**src/rtl/id_decode_stage_pkg.sv**
```systemverilog
// Shared decode constants: opcode/funct encodings, ALU operation codes,
// skid buffer state encoding and the decode-bundle width.
package id_decode_stage_pkg;

   localparam logic [6:0] OP_R = 7'b0110011;
   localparam logic [6:0] OP_I = 7'b0010011;

   localparam logic [2:0] F3_ADD = 3'b000;
   localparam logic [2:0] F3_SLL = 3'b001;
   localparam logic [2:0] F3_XOR = 3'b100;
   localparam logic [2:0] F3_SR  = 3'b101;
   localparam logic [2:0] F3_OR  = 3'b110;
   localparam logic [2:0] F3_AND = 3'b111;

   localparam logic [6:0] F7_BASE = 7'b0000000;
   localparam logic [6:0] F7_ALT  = 7'b0100000;

   typedef enum logic [3:0] {
      ALU_ADD  = 4'd0,
      ALU_SUB  = 4'd1,
      ALU_AND  = 4'd2,
      ALU_OR   = 4'd3,
      ALU_XOR  = 4'd4,
      ALU_ADDI = 4'd5,
      ALU_SLLI = 4'd6,
      ALU_SRLI = 4'd7,
      ALU_SRAI = 4'd8
   } alu_op_e;

   typedef enum logic [1:0] {
      SB_EMPTY = 2'd0,
      SB_ONE   = 2'd1,
      SB_FULL  = 2'd2
   } sb_state_e;

   // Bundle layout, MSB first: alu_op, rs1, rs2, rd, imm, use_imm, wb_en, illegal.
   function automatic int bundle_width(input int xlen, input int reg_aw);
      return 4 + 3 * reg_aw + xlen + 3;
   endfunction

endpackage

```
**src/rtl/id_decode_stage_skid_buffer2.sv**
```systemverilog
// Two-entry valid/ready skid buffer: in_ready and out_valid are plain
// registers, so no combinational path links out_ready to in_ready.
module skid_buffer2
   import id_decode_stage_pkg::*;
#(
   parameter int WIDTH = 8
) (
   input  logic             clk,
   input  logic             rst_n,
   input  logic             flush,
   input  logic             in_valid,
   output logic             in_ready,
   input  logic [WIDTH-1:0] in_data,
   output logic             out_valid,
   input  logic             out_ready,
   output logic [WIDTH-1:0] out_data
);

   sb_state_e        state_r;
   logic [WIDTH-1:0] main_r;
   logic [WIDTH-1:0] skid_r;
   logic             in_ready_r;
   logic             out_valid_r;
   logic             accept_s;
   logic             drain_s;

   assign accept_s  = in_valid && in_ready_r;
   assign drain_s   = out_valid_r && out_ready;
   assign in_ready  = in_ready_r;
   assign out_valid = out_valid_r;
   assign out_data  = main_r;

   // Occupancy state machine; main_r always holds the oldest entry.
   always_ff @(posedge clk or negedge rst_n) begin
      if (!rst_n) begin
         state_r     <= SB_EMPTY;
         main_r      <= {WIDTH{1'b0}};
         skid_r      <= {WIDTH{1'b0}};
         in_ready_r  <= 1'b1;
         out_valid_r <= 1'b0;
      end else if (flush) begin
         state_r     <= SB_EMPTY;
         in_ready_r  <= 1'b1;
         out_valid_r <= 1'b0;
      end else begin
         case (state_r)
            SB_EMPTY: begin
               if (accept_s) begin
                  main_r      <= in_data;
                  state_r     <= SB_ONE;
                  out_valid_r <= 1'b1;
               end
               in_ready_r <= 1'b1;
            end
            SB_ONE: begin
               if (accept_s && !drain_s) begin
                  skid_r     <= in_data;
                  state_r    <= SB_FULL;
                  in_ready_r <= 1'b0;
               end else if (drain_s && !accept_s) begin
                  state_r     <= SB_EMPTY;
                  out_valid_r <= 1'b0;
               end else if (accept_s && drain_s) begin
                  main_r <= in_data;
               end
            end
            SB_FULL: begin
               if (drain_s) begin
                  main_r     <= skid_r;
                  state_r    <= SB_ONE;
                  in_ready_r <= 1'b1;
               end
            end
            default: begin
               state_r     <= SB_EMPTY;
               in_ready_r  <= 1'b1;
               out_valid_r <= 1'b0;
            end
         endcase
      end
   end

endmodule

```
**src/rtl/id_decode_stage.sv**
```systemverilog
// RV32I decode stage: combinational decode of the incoming word, captured
// into a two-entry skid buffer that presents the registered bundle.
module id_decode_stage
   import id_decode_stage_pkg::*;
#(
   parameter int XLEN   = 32,
   parameter int REG_AW = 5
) (
   input  logic              clk,
   input  logic              rst_n,
   input  logic              flush,
   input  logic              in_valid,
   output logic              in_ready,
   input  logic [31:0]       in_instr,
   output logic              out_valid,
   input  logic              out_ready,
   output logic [3:0]        alu_op,
   output logic [REG_AW-1:0] rs1_idx,
   output logic [REG_AW-1:0] rs2_idx,
   output logic [REG_AW-1:0] rd_idx,
   output logic [XLEN-1:0]   imm,
   output logic              use_imm,
   output logic              wb_en,
   output logic              illegal
);

   localparam int BW = bundle_width(XLEN, REG_AW);

   logic [6:0]        opcode_s;
   logic [2:0]        funct3_s;
   logic [6:0]        funct7_s;
   logic [3:0]        alu_op_s;
   logic              illegal_s;
   logic              use_imm_s;
   logic              shift_s;
   logic [REG_AW-1:0] rs2_s;
   logic [XLEN-1:0]   imm_s;
   logic              wb_en_s;
   logic [BW-1:0]     bundle_in_s;
   logic [BW-1:0]     bundle_out_s;

   assign opcode_s = in_instr[6:0];
   assign funct3_s = in_instr[14:12];
   assign funct7_s = in_instr[31:25];

   // Operation decode; anything unmatched stays illegal with alu_op = ADD.
   always_comb begin
      alu_op_s  = ALU_ADD;
      illegal_s = 1'b1;
      use_imm_s = 1'b0;
      shift_s   = 1'b0;
      case (opcode_s)
         OP_R: begin
            if (funct7_s == F7_BASE) begin
               case (funct3_s)
                  F3_ADD:  begin alu_op_s = ALU_ADD; illegal_s = 1'b0; end
                  F3_AND:  begin alu_op_s = ALU_AND; illegal_s = 1'b0; end
                  F3_OR:   begin alu_op_s = ALU_OR;  illegal_s = 1'b0; end
                  F3_XOR:  begin alu_op_s = ALU_XOR; illegal_s = 1'b0; end
                  default: illegal_s = 1'b1;
               endcase
            end else if (funct7_s == F7_ALT && funct3_s == F3_ADD) begin
               alu_op_s  = ALU_SUB;
               illegal_s = 1'b0;
            end else begin
               illegal_s = 1'b1;
            end
         end
         OP_I: begin
            case (funct3_s)
               F3_ADD: begin
                  alu_op_s  = ALU_ADDI;
                  illegal_s = 1'b0;
                  use_imm_s = 1'b1;
               end
               F3_SLL: begin
                  if (funct7_s == F7_BASE) begin
                     alu_op_s  = ALU_SLLI;
                     illegal_s = 1'b0;
                     use_imm_s = 1'b1;
                     shift_s   = 1'b1;
                  end else begin
                     illegal_s = 1'b1;
                  end
               end
               F3_SR: begin
                  if (funct7_s == F7_BASE) begin
                     alu_op_s  = ALU_SRLI;
                     illegal_s = 1'b0;
                     use_imm_s = 1'b1;
                     shift_s   = 1'b1;
                  end else if (funct7_s == F7_ALT) begin
                     alu_op_s  = ALU_SRAI;
                     illegal_s = 1'b0;
                     use_imm_s = 1'b1;
                     shift_s   = 1'b1;
                  end else begin
                     illegal_s = 1'b1;
                  end
               end
               default: illegal_s = 1'b1;
            endcase
         end
         default: illegal_s = 1'b1;
      endcase
   end

   // Shifts carry an unsigned shamt; every other format sign-extends imm[11:0].
   assign imm_s   = shift_s ? {{(XLEN-5){1'b0}}, in_instr[24:20]}
                            : {{(XLEN-12){in_instr[31]}}, in_instr[31:20]};
   assign rs2_s   = (opcode_s == OP_I) ? {REG_AW{1'b0}} : in_instr[24:20];
   assign wb_en_s = !illegal_s && (in_instr[11:7] != 5'd0);

   assign bundle_in_s = {alu_op_s, in_instr[19:15], rs2_s, in_instr[11:7],
                         imm_s, use_imm_s, wb_en_s, illegal_s};

   skid_buffer2 #(
      .WIDTH (BW)
   ) u_skid (
      .clk       (clk),
      .rst_n     (rst_n),
      .flush     (flush),
      .in_valid  (in_valid),
      .in_ready  (in_ready),
      .in_data   (bundle_in_s),
      .out_valid (out_valid),
      .out_ready (out_ready),
      .out_data  (bundle_out_s)
   );

   assign {alu_op, rs1_idx, rs2_idx, rd_idx, imm, use_imm, wb_en, illegal} = bundle_out_s;

endmodule

```
**config.mk**
```make
export PLATFORM = sky130hd
export DESIGN_NAME = id_decode_stage
export DESIGN_NICKNAME = d
export VERILOG_FILES = /design/src/rtl/id_decode_stage_pkg.sv /design/src/rtl/id_decode_stage_skid_buffer2.sv /design/src/rtl/id_decode_stage.sv
export SDC_FILE = /design/constraint.sdc
export NUM_CORES = 1
export LEC_CHECK = 0
export BUFFER_PORTS_ARGS = -buffer_cell sky130_fd_sc_hd__buf_2
export CAP_MARGIN = 25
export CORE_ASPECT_RATIO = 0.5
export CORE_MARGIN = 2
export CORE_UTILIZATION = 57
export CTS_CLUSTER_DIAMETER = 150
export DETAILED_ROUTE_END_ITERATION = 8
export PLACE_DENSITY = 0.95
export SLEW_MARGIN = 20
export SYNTH_ARGS = -nofsm -noshare
export SYNTH_HDL_FRONTEND = slang
export SYNTH_SLANG_ARGS = --single-unit
```
**constraint.sdc**
```tcl
create_clock -name clk -period 4.8 [get_ports clk]
set_input_delay 0.96 -clock clk [delete_from_list [all_inputs] [get_ports clk]]
set_output_delay 0.96 -clock clk [all_outputs]
set_load 0.1 [all_outputs]
```
==> metrics.txt, run 1 <==
run status finished clean; DR pass1 iterations 5; Worst Reg-to-Reg Cells 8; Initial Utilization between 50% and 60%; DP Wirelength 5420 um; CP startpoint out_ready; Worst-Margin Slew 0.834 ns; Worst Skew 0.00275 ns; post-CTS sizing 0; setup tns final 0 ns; Syn. warnings 0; critical path endpoint u_skid.out_data[51]$_DFFE_PN0P_; first-pass GRT wire length around 14,000 um; Vias between 3,000 and 4,000; Root Driver clkbuf_16; final wirelength 8720 um; die area 6820 um^2; Row Count 20; syn_nets about 460; design area 4140 um^2; CTS Hold Bufs 0; IO buf count slightly above 90; leakage power 0.00205 uW; core box area about 6000 um^2; maximum VDD drop about 0.25 mV; number of synthesized register bits 72; Mapped Avg Cell Area ~8.4 um^2; Reg-to-Reg Start u_skid.out_valid$_DFFE_PN0P_; Final Hold Vio Count 0; crit path max fanout 31; worst hold path class flop to flop; drt initial violations 360; Worst-Skew Late Latency 0.33 ns; critical-path cell list buf_2, nand2_1, inv_1, ha_1, nand4bb_1, a211o_1, o31ai_4, buf_4, mux2_2; Avg Vias per Cell 5.73; CP max-delay cell buf_4; DR WL/cell 15.5 um; max cap viols 0; gr usage total 27.5%; CP endpoint kind flop; Worst slew margin about 44%; vias in the first global route 3,023; slowest stage delay, CP 0.45 ns; die extent in y 59.4 um; f_max 0.324 GHz; Synth Cell Area 3500 um^2; crit path DAT 3.30 ns; gpl congestion 0.879; initial antenna violation count 0; Tcrit/Tclk final 64.3%; clk slew on worst S/H paths 0.05 ns; Post-DRT Antenna Nets 0; Tmin final 3.09 ns; final setup violation count 0; # DRC 0; Post-Synthesis Cells ~420; Nets between 500 and 600; layout cells sized above 1 between 20% and 30%; r2r setup slk 2.01 ns; clock sink total 72; Ports 93; GR Overflow Total 0; Power Density 627 nW/um^2; Final Util 68.9%; chip width 115 um; Max Root-Sink Buffers 2; Critical Path RT around 5 ns; CP Launch Type primary input; Max Slew Vio Count 0; RSZ-0062 raised after global routing no; H-tree depth 3; Antenna Cells 0; Worst R2R End u_skid.out_data[51]$_DFFE_PN0P_; register area share after synthesis 51.5%; CTS Buf Count 9; CTS tree yes; Synth cell types 42; area grow syn2layout 18.3%; area post-placement 3880 um^2; CP Class primary input to flop; setup bufs post-CTS 0; largest net degree at the start of global routing 40
[worst min-delay path by stage]
stage                                   from                       endpoint  cells past startpoint
2_1_floorplan   u_skid.skid_r[1]$_DFFE_PN0P_   u_skid.skid_r[1]$_DFFE_PN0P_                      2
3_3_place_gp   u_skid.skid_r[52]$_DFFE_PN0P_  u_skid.skid_r[52]$_DFFE_PN0P_                      2
3_5_place_dp   u_skid.skid_r[52]$_DFFE_PN0P_  u_skid.skid_r[52]$_DFFE_PN0P_                      2
4_1_cts         u_skid.skid_r[2]$_DFFE_PN0P_   u_skid.skid_r[2]$_DFFE_PN0P_                      2
5_1_grt        u_skid.skid_r[48]$_DFFE_PN0P_  u_skid.skid_r[48]$_DFFE_PN0P_                      2
6_report       u_skid.skid_r[39]$_DFFE_PN0P_  u_skid.skid_r[39]$_DFFE_PN0P_                      2
[power by group]
group	switching, uW	internal, uW
combinational	988	167
sequential	95.7	755
clock	228	362
total	1310	1280
[registers in the layout (all words and copies together) (netlist names)]
name / count
u_skid.out_valid: 1
u_skid.in_ready: 1
u_skid.skid_r: 34
u_skid.state_r: 2
u_skid.out_data: 34
[worst max-delay path: cells and delay by family]
family / cells / cell delay [ns]
simple gates: 2 / 0.41
fa+ha+maj: 1 / 0.21
mux: 1 / 0.37
compound gates: 2 / 0.66
buf+inv: 3 / 0.67
[stage by stage]
step | setup slack [ns] | hold WS, ns | std cells | total power (uW)
floorplan | 2.01 | 0.439 | 415 | 1860
global placement | 1.52 | 0.453 | 545 | 1970
detailed placement | 1.41 | 0.457 | 545 | 2000
CTS | 1.73 | 0.473 | 561 | 2600
global route | 1.61 | 0.497 | 561 | 2700
finish | 1.71 | 0.474 | 561 | 2600
[synth_stat cells, drive strengths merged]
master	n	area (um^2)
buf	21	154
a31oi	22	138
o211ai	1	12.5
o31a	1	8.76
nor2b	3	18.8
ha	3	37.5
nand2	138	518
nor4b	1	8.76
dfrtp	71	1780
o21a	1	7.51
a22oi	2	15.0
o221ai	1	8.76
nand4b	3	26.3
or4b	2	20.0
a211o	3	27.5
nand3	17	85.1
a221oi	1	15.0
inv	7	26.3
or4	1	11.3
o32ai	1	8.76
o22ai	2	12.5
or2	2	15.0
nand4bb	1	11.3
a2111oi	1	8.76
nand2b	4	25.0
o31ai	2	20.0
clkbuf	24	90.1
mux2	1	11.3
nand3b	3	22.5
or3	2	17.5
dfstp	1	26.3
nor2	36	135
nor4	1	6.26
a21oi	22	110
o21ai	11	55.1
nor3	2	10.0
[cell families after synthesis]
| group | Yosys count | synth area share [%] |
|---|---|---|
| simple gates | 216 | 26.6 |
| flops | 72 | 51.5 |
| compound gates | 71 | 12.8 |
| buf+inv | 52 | 7.72 |
| fa+ha+maj | 3 | 1.07 |
| mux | 1 | 0.322 |
[cell usage in the layout (no fill, tap or decap), types with 2 or more instances in the layout]
cell type and count:
a211o_1 2, a21oi_1 22, a22oi_1 2, a31oi_1 22, buf_2 92, buf_4 6, clkbuf_1 4, clkbuf_16 9
clkinv_2 2, dfrtp_1 71, ha_1 3, inv_1 7, nand2_1 138, nand2b_1 4, nand3_1 17, nand3b_1 3
nand4b_1 3, nor2_1 36, nor2b_1 2, nor3_1 2, o21ai_0 6, o21ai_1 5, o22ai_1 2, or4b_1 2
[area by class of cell]
class | instances | area, um^2
well taps | 77 | 96.3
flip-flops and latches | 72 | 1800
fillers | 397 | 1870
multi-input cells | 291 | 1450
clock buffers | 14 | 254
clock inverters | 2 | 10.0
repair buffers | 98 | 505
inverters | 7 | 26.3
[routing by layer]
layer	up-vias	global-route usage [%]	routed length, um
met1	1520	35.2	3510
li1	1491	-	-
met3	28	10.1	777
met2	173	42.8	4180
met5	-	0	0
met4	0	12.2	246
Power figures use the tool's default switching activity.
==> run 2, diff against run 1 <==
Settings changed: CORE_UTILIZATION 57 to 53, PLACE_DENSITY 0.95 to 0.9.
Clock period 4.8 ns to 3.2 ns, I/O delays scaled along.
==> run 2 against run 1 <==
Compared with the run above: utilization decreased by 1.3 points; setup slack got worse by 0.93 ns; flip-flop and latch count unchanged; combinational power increased by 49%; clock skew increased by 0.0044 ns; first-iteration DRC count decreased by 8.1%; wire length decreased by 1.1%; clock power increased by 60%; worst hold slack got worse by 0.24 ns; final area increased by 1.8%; critical endpoint is now u_skid.out_data[4]$_DFFE_PN0P_; largest cell class unchanged; largest power group unchanged; highest routed layer unchanged.
==> metrics.txt, run 2 (synthesis results as in run 1) <==
Antenna Cells 0 (unchanged); max cap viols 0 (unchanged); Worst-Skew Late Latency 0.33 ns (about the same); GR Overflow Total 0 (unchanged); final setup violation count 0 (unchanged); Worst R2R End u_skid.out_data[4]$_DFFE_PN0P_ (was u_skid.out_data[51]$_DFFE_PN0P_); Avg Vias per Cell 5.57 (was 5.73); area used by multi-input combinational logic 1450 um^2 (unchanged); Critical Path RT 3.45 ns (was 5.01 ns); crit path max fanout 30 (was 31); fillers 457 (was 397); gr usage total 25.2% (was 27.5%); final hold slack 0.232 ns (was 0.474 ns); Final Hold Vio Count 0 (unchanged); layout cells sized above 1 25.9% (was 25.2%); min setup slack post-route 0.786 ns (was 1.71 ns); clk slew on worst S/H paths 0.06 ns (was 0.05 ns); leakage power 0.00207 uW (was 0.00205 uW); worst hold path class primary input to async pin (was flop to flop); CTS Buf Count 9 (unchanged); first-pass GRT wire length 14,000 um (about the same); RSZ-0062 raised after global routing no (unchanged); CP Launch Type flop (was primary input); CTS Hold Bufs 0 (unchanged); Worst-Margin Slew 0.969 ns (was 0.834 ns); crit path DAT 2.66 ns (was 3.30 ns); largest net degree at the start of global routing 44 (was 40); CP Class flop to flop (was primary input to flop); DP Wirelength 5710 um (was 5420 um); maximum VDD drop 0.399 mV (was 0.248 mV); area post-placement 3910 um^2 (was 3880 um^2); gpl congestion 0.916 (was 0.879); dpl ws 0.504 ns (was 1.41 ns); Power Density 937 nW/um^2 (was 627 nW/um^2); Max Slew Vio Count 0 (unchanged); initial antenna violation count 0 (unchanged); final wirelength 8620 um (was 8720 um); H-tree depth 3 (unchanged); Worst slew margin 35.4% (was 44.4%); Tmin final 2.41 ns; commonest cells after routing, fill and taps aside nand2_1 (138), buf_2 (92), dfrtp_1 (71) (unchanged); IO buf count 92 (unchanged); die area 7310 um^2 (was 6820 um^2); design area 4220 um^2 (was 4140 um^2); Nets 521 (was 519); Worst Reg-to-Reg Cells 9 (was 8); die extent in y 61.5 um (was 59.4 um); Reg-to-Reg Start u_skid.out_valid$_DFFE_PN0P_ (unchanged); Root Driver clkbuf_16 (unchanged); Post-DRT Antenna Nets 0 (unchanged); Ports 93 (unchanged); clock sink total 72 (unchanged); Initial Utilization 56.2% (was 58.3%); post-CTS sizing 0 (unchanged); Worst Skew 0.00718 ns (was 0.00275 ns); Vias 3,195 (was 3,212); Max Root-Sink Buffers 2 (unchanged); # DRC 0 (unchanged); drt initial violations 331 (was 360); CP endpoint kind flop (unchanged); r2r setup slk 0.79 ns (was 2.01 ns); setup bufs post-CTS 0 (unchanged); core box area 6230 um^2 (was 6010 um^2); Storage cell area 1800 um^2 (unchanged); Row Count 20 (unchanged); area grow syn2layout 20.4% (was 18.3%); run status finished clean (unchanged); chip width 119 um (was 115 um); most common cell after layout, fill and taps aside nand2_1 (unchanged); setup tns final 0 ns (unchanged); DR pass1 iterations 5 (unchanged); Tcrit/Tclk final 75.4%; f_max 0.414 GHz; DR WL/cell 15.0 um (was 15.5 um); vias in the first global route 2,878 (was 3,023); CTS tree yes (unchanged)
==> run 2: how the worst max path moves through the flow <==
stage | start | depth (start not counted) | slack [ns] | to
2_1_floorplan | u_skid.out_valid$_DFFE_PN0P_ | 8 | 0.41 | u_skid.out_data[34]$_DFFE_PN0P_
5_1_grt | u_skid.out_valid$_DFFE_PN0P_ | 9 | 0.60 | u_skid.out_data[4]$_DFFE_PN0P_
3_3_place_gp | out_ready | 10 | 0.59 | u_skid.out_data[53]$_DFFE_PN0P_
6_report | u_skid.out_valid$_DFFE_PN0P_ | 9 | 0.79 | u_skid.out_data[4]$_DFFE_PN0P_
3_5_place_dp | out_ready | 10 | 0.50 | u_skid.out_data[40]$_DFFE_PN0P_
4_1_cts | u_skid.out_valid$_DFFE_PN0P_ | 9 | 0.80 | u_skid.out_data[4]$_DFFE_PN0P_
==> run 2: critical path, cell delays in order, from the launching register on <==
cell       delay, ns
dfrtp_1         0.40
nand2_1         0.24
inv_1           0.12
ha_1            0.21
nand4bb_1       0.18
a211o_1         0.41
o31ai_4         0.27
buf_12          0.27
nor2_1          0.07
a31oi_1         0.16
==> run 2: final cells by class <==
class / instances / share of cell area, %
Clock buffer: 14 / 6.50
Clock inverter: 2 / 0.297
Inverter: 7 / 0.623
Multi-Input combinational cell: 291 / 34.3
Sequential cell: 72 / 42.8
Tap cell: 88 / 2.61
Timing Repair Buffer: 100 / 12.9
==> run 2: power breakdown <==
| group | internal (uW) | switching, uW | total (uW) | leakage, uW |
|---|---|---|---|---|
| Combinational | 257 | 1480 | 1730 | 0.00106 |
| Clock | 587 | 359 | 946 | 0.000139 |
| Sequential | 1130 | 141 | 1270 | 0.000873 |
| Total | 1980 | 1980 | 3950 | 0.00207 |
==> run 2: per-layer routing <==
layer	GRT usage (%)	part of all wire, %
met5	0	0
met4	8.50	1.2
met1	32.2	41
met2	42.1	48
met3	8.24	9.5
==> run 2: metrics by stage <==
stage	utilization (%)	power [uW]	std cells
after global routing	67.7	4110	574
after CTS	67.3	3960	573
after detailed placement	62.8	3000	557
after floorplan	-	2780	415
after global placement	62.8	2970	557
final	67.7	3950	574
